==> config.mk <==
export PLATFORM = sky130hd
export DESIGN_NAME = bin_to_bcd_seq_flat
export DESIGN_NICKNAME = d
export VERILOG_FILES = /design/src/rtl/bin_to_bcd_seq_if.sv /design/src/rtl/bin_to_bcd_seq.sv /design/src/flat_wrapper.sv
export SDC_FILE = /design/constraint.sdc
export NUM_CORES = 1
export LEC_CHECK = 0
export ABC_CLOCK_PERIOD_IN_PS = 1900
export CORE_ASPECT_RATIO = 0.9
export CORE_MARGIN = 10
export CORE_UTILIZATION = 55
export CTS_BUF_LIST = sky130_fd_sc_hd__clkbuf_8
export CTS_CLUSTER_DIAMETER = 30
export DETAILED_ROUTE_END_ITERATION = 8
export GPL_ROUTABILITY_DRIVEN = 0
export PLACE_DENSITY = 0.87
export REMOVE_ABC_BUFFERS = 1
export SYNTH_ARGS = -nofsm -noshare
export SYNTH_HDL_FRONTEND = slang
export SYNTH_SLANG_ARGS = --single-unit
==> constraint.sdc <==
create_clock -name clk_in -period 1.9 [get_ports clk_in]
set_input_delay 0.285 -clock clk_in [delete_from_list [all_inputs] [get_ports clk_in]]
set_output_delay 0.285 -clock clk_in [all_outputs]
set_load 0.03 [all_outputs]
==> src/rtl/bin_to_bcd_seq_if.sv <==
// Handshake and result bundle for the sequential binary-to-BCD converter.
// fsm_state mirrors the converter's state register (0 = IDLE, 1 = SHIFT).
interface bin_to_bcd_seq_if #(
  parameter int WIDTH  = 8,
  parameter int DIGITS = 3
);
  logic                  start_in;
  logic [WIDTH-1:0]      bin_in;
  logic                  busy_out;
  logic                  done_out;
  logic [4*DIGITS-1:0]   bcd_out;
  logic                  overflow_out;
  logic [DIGITS-1:0]     lz_out;
  logic                  fsm_state;

  modport master (
    output start_in, bin_in,
    input  busy_out, done_out, bcd_out, overflow_out, lz_out, fsm_state
  );

  modport slave (
    input  start_in, bin_in,
    output busy_out, done_out, bcd_out, overflow_out, lz_out, fsm_state
  );
endinterface

==> src/rtl/bin_to_bcd_seq.sv <==
// Sequential double-dabble binary-to-BCD converter, one input bit per clock,
// with overflow and leading-zero flags registered alongside the digits.
module bin_to_bcd_seq #(
  parameter int WIDTH  = 8,
  parameter int DIGITS = 3
) (
  input  logic             clk_in,
  input  logic             rst_n_in,
  bin_to_bcd_seq_if.slave  bus
);

  // Handshake: start_in acts as valid and ~busy_out as ready; a request is
  // taken on any rising edge where both hold, bin_in is sampled only on that
  // edge, and done_out pulses for one cycle on the edge the results change.

  function automatic longint unsigned pow10(input int d);
    longint unsigned p;
    p = 1;
    for (int k = 0; k < d; k++) p = p * 10;
    return p;
  endfunction

  localparam int CW       = $clog2(WIDTH + 1);
  localparam int POW_W    = $clog2(pow10(DIGITS)) + 1;
  localparam int CMP_W    = (WIDTH > POW_W) ? WIDTH : POW_W;
  localparam int BW       = 4 * DIGITS;
  localparam logic [CMP_W-1:0]  LIMIT    = CMP_W'(pow10(DIGITS));
  localparam logic [DIGITS-1:0] LZ_RESET = ~DIGITS'(1);

  typedef enum logic [0:0] {
    IDLE  = 1'b0,
    SHIFT = 1'b1
  } state_t;

  state_t            state_q, state_d;
  logic [WIDTH-1:0]  shift_q, shift_d;
  logic [BW-1:0]     scratch_q, scratch_d;
  logic [CW-1:0]     cnt_q, cnt_d;
  logic              ovf_cap_q, ovf_cap_d;
  logic [BW-1:0]     bcd_q, bcd_d;
  logic              overflow_q, overflow_d;
  logic [DIGITS-1:0] lz_q, lz_d;
  logic              done_q, done_d;
  logic [BW-1:0]     adj;
  logic [CMP_W-1:0]  bin_ext;

  // Digit i is flagged when it and every digit above it are zero; the ones
  // digit is never flagged so a display always shows at least one digit.
  function automatic logic [DIGITS-1:0] lz_of(input logic [BW-1:0] d);
    logic [DIGITS-1:0] r;
    logic              zero_above;
    r          = '0;
    zero_above = 1'b1;
    for (int i = DIGITS - 1; i >= 1; i--) begin
      zero_above = zero_above & (d[4*i +: 4] == 4'd0);
      r[i]       = zero_above;
    end
    return r;
  endfunction

  assign bin_ext = CMP_W'(bus.bin_in);

  always_comb begin
    adj = scratch_q;
    for (int k = 0; k < DIGITS; k++) begin
      if (scratch_q[4*k +: 4] >= 4'd5) begin
        adj[4*k +: 4] = scratch_q[4*k +: 4] + 4'd3;
      end
    end
  end

  always_comb begin
    state_d    = state_q;
    shift_d    = shift_q;
    scratch_d  = scratch_q;
    cnt_d      = cnt_q;
    ovf_cap_d  = ovf_cap_q;
    bcd_d      = bcd_q;
    overflow_d = overflow_q;
    lz_d       = lz_q;
    done_d     = 1'b0;
    case (state_q)
      IDLE: begin
        if (bus.start_in) begin
          shift_d   = bus.bin_in;
          scratch_d = '0;
          cnt_d     = CW'(WIDTH);
          ovf_cap_d = (bin_ext >= LIMIT);
          state_d   = SHIFT;
        end
      end
      SHIFT: begin
        // Bits leaving the top digit are dropped, giving value mod 10^DIGITS.
        {scratch_d, shift_d} = {adj, shift_q} << 1;
        cnt_d = cnt_q - CW'(1);
        if (cnt_q == CW'(1)) begin
          state_d    = IDLE;
          done_d     = 1'b1;
          bcd_d      = scratch_d;
          overflow_d = ovf_cap_q;
          lz_d       = lz_of(scratch_d);
        end
      end
      default: state_d = IDLE;
    endcase
  end

  always_ff @(posedge clk_in or negedge rst_n_in) begin
    if (!rst_n_in) begin
      state_q    <= IDLE;
      shift_q    <= '0;
      scratch_q  <= '0;
      cnt_q      <= '0;
      ovf_cap_q  <= 1'b0;
      bcd_q      <= '0;
      overflow_q <= 1'b0;
      lz_q       <= LZ_RESET;
      done_q     <= 1'b0;
    end else begin
      state_q    <= state_d;
      shift_q    <= shift_d;
      scratch_q  <= scratch_d;
      cnt_q      <= cnt_d;
      ovf_cap_q  <= ovf_cap_d;
      bcd_q      <= bcd_d;
      overflow_q <= overflow_d;
      lz_q       <= lz_d;
      done_q     <= done_d;
    end
  end

  assign bus.busy_out     = (state_q == SHIFT);
  assign bus.done_out     = done_q;
  assign bus.bcd_out      = bcd_q;
  assign bus.overflow_out = overflow_q;
  assign bus.lz_out       = lz_q;
  assign bus.fsm_state    = state_q;

endmodule

==> src/flat_wrapper.sv <==
// flat-port wrapper written by rule: the top's interface ports become plain ports
module bin_to_bcd_seq_flat 
#(
  parameter int WIDTH  = 8,
  parameter int DIGITS = 3
)
  (clk_in, rst_n_in, bus_start_in, bus_bin_in, bus_busy_out, bus_done_out, bus_bcd_out, bus_overflow_out, bus_lz_out, bus_fsm_state);
  bin_to_bcd_seq_if #(.WIDTH(WIDTH), .DIGITS(DIGITS)) bus_i ();
  input  logic clk_in;
  input  logic rst_n_in;
  input wire logic [$bits(bus_i.start_in)-1:0] bus_start_in;
  input wire logic [$bits(bus_i.bin_in)-1:0] bus_bin_in;
  output wire logic [$bits(bus_i.busy_out)-1:0] bus_busy_out;
  output wire logic [$bits(bus_i.done_out)-1:0] bus_done_out;
  output wire logic [$bits(bus_i.bcd_out)-1:0] bus_bcd_out;
  output wire logic [$bits(bus_i.overflow_out)-1:0] bus_overflow_out;
  output wire logic [$bits(bus_i.lz_out)-1:0] bus_lz_out;
  output wire logic [$bits(bus_i.fsm_state)-1:0] bus_fsm_state;
  assign bus_i.start_in = bus_start_in;
  assign bus_i.bin_in = bus_bin_in;
  assign bus_busy_out = bus_i.busy_out;
  assign bus_done_out = bus_i.done_out;
  assign bus_bcd_out = bus_i.bcd_out;
  assign bus_overflow_out = bus_i.overflow_out;
  assign bus_lz_out = bus_i.lz_out;
  assign bus_fsm_state = bus_i.fsm_state;
  bin_to_bcd_seq #(.WIDTH(WIDTH), .DIGITS(DIGITS)) u_core (.clk_in(clk_in), .rst_n_in(rst_n_in), .bus(bus_i));
endmodule
---- Yosys cells after proc, flatten, opt, wreduce, memory -nomap -nowiden ----
Cells that the tools add are included.
storage, ports and cells
  flip-flop bits (word level) ............. 42
  logic and storage cells ................. 39
  bits of input ports ..................... 11
  output and inout port bits .............. 19
operators by class
  bitwise logic cells ..................... 2
  mux-type cells .......................... 14
  $lt $le $gt $ge ......................... 4
  reduce and logical (&&, ||, !) cells .... 4
  add/subtract/negate cells ............... 4
  eq/ne operators ......................... 2
operators with widths
  kind                                                                     count
  12-bit case mux with 2 select lines                                      1
  8-bit case mux with 2 select lines                                       1
  4-bit by 3-bit >= comparator with 1-bit output (second input constant)   3
  12-bit 2-to-1 mux                                                        1
  4-bit 2-to-1 mux                                                         3
  8-bit by 10-bit >= comparator with 1-bit output (second input constant)  1
  4-bit by 2-bit adder with 4-bit output (second input constant)           2
  4-bit zero test                                                          2
  8-bit 2-to-1 mux                                                         1
  4-bit case mux with 2 select lines                                       1
  4-bit by 1-bit == test with 1-bit output (second input constant)         1
  1-bit 2-to-1 mux                                                         4
  2-bit AND reduction                                                      2
  4-bit by 1-bit subtractor with 4-bit output (second input constant)      1
  3-bit by 2-bit adder with 3-bit output (second input constant)           1
  3-bit 2-to-1 mux                                                         1
  2-bit inequality test (second input constant)                            1
  1-bit case mux with 2 select lines                                       1
  1-bit AND                                                                1
  1-bit inverter                                                           1

---- Depth between registers and ports, before layout ----
Gate-level depths: netlist of the first run.
  word-level depth ........................ 4
  depth in mapped cells ................... 6
  gate-level depth less buffers ........... 6

---- Worst setup path after synthesis of the first run ----
OpenSTA, ideal clock, no wires.
  path type ............................... flip-flop to flip-flop
  start ................................... register u_core.scratch_q[4]
  end ..................................... register u_core.scratch_q[6]
  required time ........................... 1.817 ns
  clock period less this slack ............ 1.639 ns
  slack ................................... 0.261 ns
  arrival ................................. 1.556 ns
  buffers on the path ..................... 0
  cell stages (with the launch flop) ...... 7
  library setup time ...................... 0.083 ns
  path through ............................ dfrtp_1 > inv_1 > ha_1 > nand2b_1 > a21oi_1 > mux2_2 > o22ai_1
between the ends
  word-level cells in the longest chain between the ends .. 3
  elaborated cells between the ends (all ways) .. 4
  those cells by class .................... 1 x add/sub; 1 x order compare; 2 x mux
RTL lines
  item                                                                                                      line                                        text
  start: declaration                                                                                        bin_to_bcd_seq.sv:37                        logic [BW-1:0] scratch_q, scratch_d;
  start signal: assignment                                                                                  bin_to_bcd_seq.sv:122                       scratch_q <= scratch_d;
  4-bit by 2-bit adder with 4-bit output or 4-bit by 3-bit >= comparator with 1-bit output (tied branches)  bin_to_bcd_seq.sv:67, bin_to_bcd_seq.sv:66
  4-bit 2-to-1 mux *                                                                                        bin_to_bcd_seq.sv:66                        if (scratch_q[4*k +: 4] >= 4'd5) begin
  12-bit case mux with 2 select lines *                                                                     bin_to_bcd_seq.sv:82                        case (state_q)
Every way passes the cells marked *; elsewhere a longest branch is shown, timed or not.
A chain may end at the register's enable or synchronous reset.

---- Worst setup path in the final report of the first run ----
  start ................................... register u_core.lz_q[1], in the netlist u_core.bus.lz_out[1]
  end ..................................... output bus_lz_out[1]
RTL lines
  item                      line                   text
  start: declaration        bin_to_bcd_seq.sv:42   logic [DIGITS-1:0] lz_q, lz_d;
  start signal: assignment  bin_to_bcd_seq.sv:127  lz_q <= lz_d;
  end: declaration          flat_wrapper.sv:17     output wire logic [$bits(bus_i.lz_out)-1:0] bus_lz_out;
No word-level cell between the ends.

==> results of run 1 <==
## timing repair
action / 4_1_cts / 5_1_grt
endpoints found under the hold margin: 0 / 0
setup endpoints to repair: 0 / 2
resized for setup: 0 / 1
## worst reg2reg max path, stage by stage (launching register included)
cell and delay, ns:
dfrtp_1 0.43, inv_1 0.14, ha_2 0.24, nand2b_1 0.08
a21oi_1 0.20, buf_4 0.15, mux2i_1 0.08, o41ai_2 0.30
## per-layer routing
| metal | vias to the layer above | GRT usage (%) | share of wire [%] |
|---|---|---|---|
| li1 | 729 | - | - |
| met1 | 706 | 15.5 | 44 |
| met2 | 38 | 19.0 | 45 |
| met5 | - | 0 | 0 |
| met3 | 10 | 4.48 | 8.2 |
| met4 | 0 | 6.19 | 2.5 |
## power by group through the flow
| stage | registers, µW | clock network, µW | logic [µW] |
|---|---|---|---|
| finish | 1510 | 563 | 2140 |
| global route | 1560 | 606 | 2410 |
| CTS | 1510 | 575 | 2160 |
| detailed placement | 1520 | 0 | 2160 |
| global placement | 1510 | 0 | 2080 |
| floorplan | 1800 | 0 | 1150 |
## worst max-delay path by stage
stage	cells after the start	slack, ns	start	end
after floorplan	5	-0.22	u_core.bus.busy_out$_DFF_PN0_	u_core.bus.lz_out[1]$_DFFE_PN1P_
after global placement	7	0.30	u_core.scratch_q[4]$_DFFE_PN0P_	u_core.bus.lz_out[1]$_DFFE_PN1P_
after detailed placement	7	0.17	u_core.scratch_q[4]$_DFFE_PN0P_	u_core.bus.lz_out[1]$_DFFE_PN1P_
after CTS	1	0.11	u_core.bus.lz_out[1]$_DFFE_PN1P_	bus_lz_out[1]
after global routing	7	0.03	u_core.scratch_q[4]$_DFFE_PN0P_	u_core.bus.lz_out[1]$_DFFE_PN1P_
final	1	0.12	u_core.bus.lz_out[1]$_DFFE_PN1P_	bus_lz_out[1]
## registers in the layout (all words and copies together) (netlist names)
signal,flops
u_core.bus.done_out,1
u_core.cnt_q,4
u_core.bus.bcd_out,12
u_core.shift_q,8
u_core.bus.lz_out,2
u_core.bus.busy_out,1
u_core.scratch_q,12
## through the flow
step                      total power, µW  TNS [ns]  hold WS [ns]  setup slack, ns  std cells
after floorplan                      2950    -0.270       -0.0106           -0.221        189
after global placement               3580         0         0.368            0.301        267
after detailed placement             3680         0         0.367            0.172        267
after CTS                            4250         0        0.0511            0.105        275
after global routing                 4580         0        0.0749           0.0339        275
final                                4220         0        0.0341            0.117        275
## cell usage in the layout, fill, tap and decap left out
cell,n
nand2_1,39
dfrtp_1,38
clkdlybuf4s50_1,26
o21ai_0,22
inv_1,13
mux2i_1,11
o22ai_1,10
nor2_1,9
a21oi_1,9
ha_1,7
buf_4,7
clkbuf_8,6
nor3b_1,4
nand2b_1,3
xnor2_1,3
mux2_2,2
conb_1,2
dfstp_2,2
and2b_2,1
nand3b_4,1
inv_2,1
o31ai_1,1
a21oi_2,1
nand4b_1,1
and2_1,1
nand3b_1,1
o41ai_2,1
or3_1,1
o22a_1,1
a31oi_1,1
o21bai_1,1
a22o_1,1
nor3_1,1
nand3_1,1
ha_2,1
buf_2,1
## cell families after synthesis
| logic type | after synthesis | share of synthesized area, % |
|---|---|---|
| adder cells (fa/ha/maj) | 8 | 5.15 |
| AO/OA/AOI/OAI | 48 | 14.5 |
| other | 1 | 0.193 |
| flip-flops | 40 | 51.6 |
| AND/OR/NAND/NOR | 63 | 15.3 |
| buffers and inverters | 23 | 5.15 |
| XOR/XNOR | 3 | 1.35 |
| multiplexers | 13 | 6.82 |
## final cells by class
cell class | count | area [µm²]
well taps | 44 | 55.1
flip-flops and latches | 40 | 1000
inverters | 12 | 45.0
repair buffers | 34 | 318
clock buffers | 6 | 82.6
multi-input cells | 137 | 847
clock inverters | 2 | 7.51
fillers | 258 | 1020
==> out/metrics.csv, run 1 <==
metric;value;unit
status;complete, no violations;
Worst Path Required;1.62;ns
HP Class;input port to asynchronous set/reset pin;
Die Y;76.4;µm
# IOs;30;
Flop pwr share;35.9;%
Post-DP Area;0.00227;mm²
TritonCTS clock tree;yes;
Yosys warning count;0;
area leader, netlist;dfrtp_1;
Design Area, Final;0.00236;mm²
PwrDens;1790;mW/mm²
H-tree depth;2;
DR iter-0 viols;43;
Max Clk Rate;561;MHz
clock network power share;13.4;%
All-Layer GR Usage;12.7;%
#FFs+latches synth;40;
clk_skew;0.00404;ns
Buffers on Ports;27;
initial antenna violation count;0;
CP max-delay cell;clkdlybuf4s50_1;
worst r2r src;u_core.scratch_q[4]$_DFFE_PN0P_;
worst reg2reg path depth;7;
Root Buffer;clkbuf_8;
post-layout min period;1.78;ns
Synth top area share;48.9;%
Post-Synthesis Cells;199;
switching pwr;1760;µW
via count;1483;
clock slew at reported path FFs;0.07;ns
area growth from synthesis to layout;21.3;%
RSZ-0062 raised after global routing;false;
asr flop ratio synth;100;%
top cells by instance count after synthesis;nand2_1, dfrtp_1, o21ai_0;
R2R Setup Slk;0.17;ns
CP endpoint kind;primary output;
die footprint;0.00632;mm²
Max FO, Critical Path;2;
kind of critical path;register to primary output;
post-synth cell types;34;
pin count of the biggest net entering global routing;41;
CTS Hold Bufs;0;
WP data arrival;1.50;ns
effective utilization at floorplan;57.6;%
Internal Power;2460;µW
final number of setup-violating endpoints;0;
vias in the first global route;1494;
Final Max Slew Viols;0;
Routed Antenna Nets;0;
vias per std cell;5.39;
period utilisation layout;93.9;%
DR DRC count;0;
Top delay family on crit path;buffers and inverters;
Final Hold Viols;0;
Pleak;0.00109;µW
first-pass GRT wire length;6.36;mm
Pre-antenna DRT Iters;4;
per-cell routed wire length;13.5;µm
Clock Latency Late Sink;0.29;ns
top cells by area, synth;dfrtp_1, nand2_1, mux2i_1;
nets;249;
postcts setup bufs;0;
Num CTS Buffers;5;
# rows;20;
VDD IR-drop max;0.868;mV
number of synthesized flops with an enable pin;0;
Mapped Area;0.00194;mm²
Bufs and invs on worst path;1;
global route total overflow;0;
post-synthesis sequential area ratio;51.6;%
post-layout util;69.8;%
Post-synth top flop;dfrtp_1;
diodes inserted;0;
Core Area;0.00338;mm²
Sw Share;41.8;%
Worst setup SP type;register;
deepest clock path buffer count;2;
clock tree sinks;40;
maxcap violations;0;
max incr delay on CP;0.67;ns
most frequent cell after synthesis;nand2_1;
Routed Wire Length;3.72;mm
share of cells above drive strength 1;10.4;%
DIE WIDTH;82.7;µm
CP cell instances;clkdlybuf4s50_1;
DP HPWL;2.74;mm
FF-to-FF End;u_core.bus.lz_out[1]$_DFFE_PN1P_;
syn_area_per_cell;9.77;µm²
combinational group share of total power;50.7;%
Power figures use the tool's default switching activity.
==> run 2: changes to the inputs <==
Settings changed: ABC_CLOCK_PERIOD_IN_PS 1900 to 1700, MAX_ROUTING_LAYER set to met4.
Clock period 1.9 ns to 1.7 ns, I/O delays scaled along.
==> run 2 against run 1 <==
Against the previous run:
- first-iteration DRC count up 72%
- die area unchanged
- non-clock buffer count is 4 higher
- utilization grew 2.7 points
- clock power up 50%
- sequential share of layout area down 1.5 points
- final cell count rose by 1.5%
- critical path type unchanged
- critical endpoint is now bus_bcd_out[3]
==> out/metrics.csv, run 2 (synthesis results as in run 1) <==
metric;value;unit
status;complete, no violations;
Pre-antenna DRT Iters;4;
worst reg2reg path depth;5;
worst r2r src;u_core.scratch_q[4]$_DFFE_PN0P_;
post-route setup slack;0.0869;ns
Max FO, Critical Path;2;
most common cell after layout, fill and taps aside;nand2_1;
most frequent cells in the layout;nand2_1, dfrtp_1, o21ai_0, clkdlybuf4s50_1;
pin count of the biggest net entering global routing;24;
RSZ-0062 raised after global routing;false;
clock network power share;16.7;%
Flop pwr share;33.9;%
R2R Setup Slk;0.11;ns
VDD IR-drop max;0.928;mV
Routed Wire Length;4.05;mm
Max Clk Rate;620;MHz
Clock Latency Late Sink;0.30;ns
nets;253;
Final Non-Filler Cells;279;
DR DRC count;0;
clk_skew;0.00552;ns
effective utilization at floorplan;57.6;%
per-cell routed wire length;14.5;µm
global route total overflow;0;
Num CTS Buffers;5;
deepest clock path buffer count;2;
die footprint;0.00632;mm²
PwrDens;2070;mW/mm²
FF-to-FF End;u_core.bus.lz_out[1]$_DFFE_PN1P_;
Final Hold Viols;0;
# IOs;30;
HP Class;input port to asynchronous set/reset pin;
Top delay family on crit path;buffers and inverters;
# rows;20;
DR iter-0 viols;74;
CP endpoint kind;primary output;
Worst setup SP type;register;
Bufs and invs on worst path;1;
post-layout min period;1.61;ns
Post-Route Setup TNS;0;ns
period utilisation layout;94.9;%
CP max-delay cell;clkdlybuf4s50_1;
kind of critical path;register to primary output;
Post-Place Setup Slack;0.0722;ns
Total Power;5060;µW
Root Buffer;clkbuf_8;
share of cells above drive strength 1;14.9;%
Internal Power;3010;µW
Final Max Slew Viols;0;
Buffers on Ports;27;
All-Layer GR Usage;14.1;%
area growth from synthesis to layout;25.9;%
CP cell instances;clkdlybuf4s50_1;
Sequential Area;0.00100;mm²
Worst Path Required;1.44;ns
TritonCTS clock tree;yes;
via count;1505;
H-tree depth;2;
Multi-input gate area;862;µm²
clock tree sinks;40;
Filler cells;265;
maxcap violations;0;
DP HPWL;2.90;mm
post-placement cell count;269;
DIE WIDTH;82.7;µm
Die Y;76.4;µm
Sw Share;40.6;%
combinational group share of total power;49.4;%
Routed Antenna Nets;0;
vias in the first global route;1482;
diodes inserted;0;
WP data arrival;1.36;ns
vias per std cell;5.39;
initial antenna violation count;0;
clock slew at reported path FFs;0.08;ns
Pleak;0.00113;µW
Core Area;0.00338;mm²
first-pass GRT wire length;6.87;mm
max incr delay on CP;0.68;ns
switching pwr;2050;µW
final number of setup-violating endpoints;0;
==> run 2: changes by cell type in the layout (fill, tap and decap cells not counted), moves of 2 or more <==
| cell | previous run | this run |
|---|---|---|
| a21oi_1 | 9 | 7 |
| inv_1 | 13 | 10 |
| buf_4 | 7 | 11 |
| clkdlybuf4s50_1 | 26 | 22 |
| dlygate4sd2_1 | 0 | 2 |
==> run 2: cell type report <==
type | count | area share (%)
well taps | 44 | 2.25
flip-flops and latches | 40 | 41.0
multi-input cells | 137 | 35.2
clock inverters | 1 | 1.23
repair buffers | 38 | 14.5
inverters | 12 | 1.84
clock buffers | 7 | 3.93
==> run 2: how the worst max path moves through the flow <==
stage	from	to	slack, ns	cells past startpoint
2_1_floorplan	u_core.bus.busy_out$_DFF_PN0_	u_core.bus.lz_out[1]$_DFFE_PN1P_	-0.42	5
3_3_place_gp	u_core.scratch_q[0]$_DFFE_PN0P_	u_core.bus.bcd_out[2]$_DFFE_PN0P_	0.08	6
3_5_place_dp	u_core.scratch_q[0]$_DFFE_PN0P_	u_core.bus.bcd_out[2]$_DFFE_PN0P_	0.07	6
4_1_cts	u_core.scratch_q[0]$_DFFE_PN0P_	u_core.bus.bcd_out[2]$_DFFE_PN0P_	0.006	6
5_1_grt	u_core.scratch_q[5]$_DFFE_PN0P_	u_core.bus.lz_out[1]$_DFFE_PN1P_	0.002	6
6_report	u_core.bus.bcd_out[3]$_DFFE_PN0P_	bus_bcd_out[3]	0.09	1
==> run 2: metrics by stage <==
step	hold WS, ns	util (%)	instance area (µm²)
after floorplan	-0.0406	-	1890
after global placement	0.214	67.7	2290
after detailed placement	0.221	67.7	2290
after CTS	0.446	71.7	2420
after global routing	0.457	72.5	2450
final	0.432	72.5	2450
==> run 2: power groups by stage <==
stage,combinational [µW],sequential [µW],clock (µW)
2_1_floorplan,1290,2010,0
3_3_place_gp,2370,1680,0
3_5_place_dp,2450,1710,0
4_1_cts,2460,1700,865
5_1_grt,2770,1780,918
6_report,2500,1720,846
==> run 2: what timing repair did <==
| item | 4_1_cts | 5_1_grt |
|---|---|---|
| endpoints found under the hold margin | 17 | 0 |
| setup endpoints to repair | 2 | 7 |
| hold buffers | 1 | 0 |
| gates resized for setup | 2 | 6 |
| buffers inserted | 0 | 1 |
| pin swaps | 0 | 2 |
==> run 2: metal layers <==
metal / vias up / global-route usage [%] / wire, µm
met5: - / - / 0
met3: 7 / 5.07 / 273
li1: 739 / - / -
met1: 715 / 17.4 / 1780
met4: 0 / 5.02 / 63
met2: 44 / 20.8 / 1930
==> run 2: worst register-to-register path, delay by kind of cell (launching register included) <==
family / cells / cell delay (ns)
simple gates: 3 / 0.54
flops: 1 / 0.45
compound gates: 1 / 0.32
fa+ha+maj: 1 / 0.20
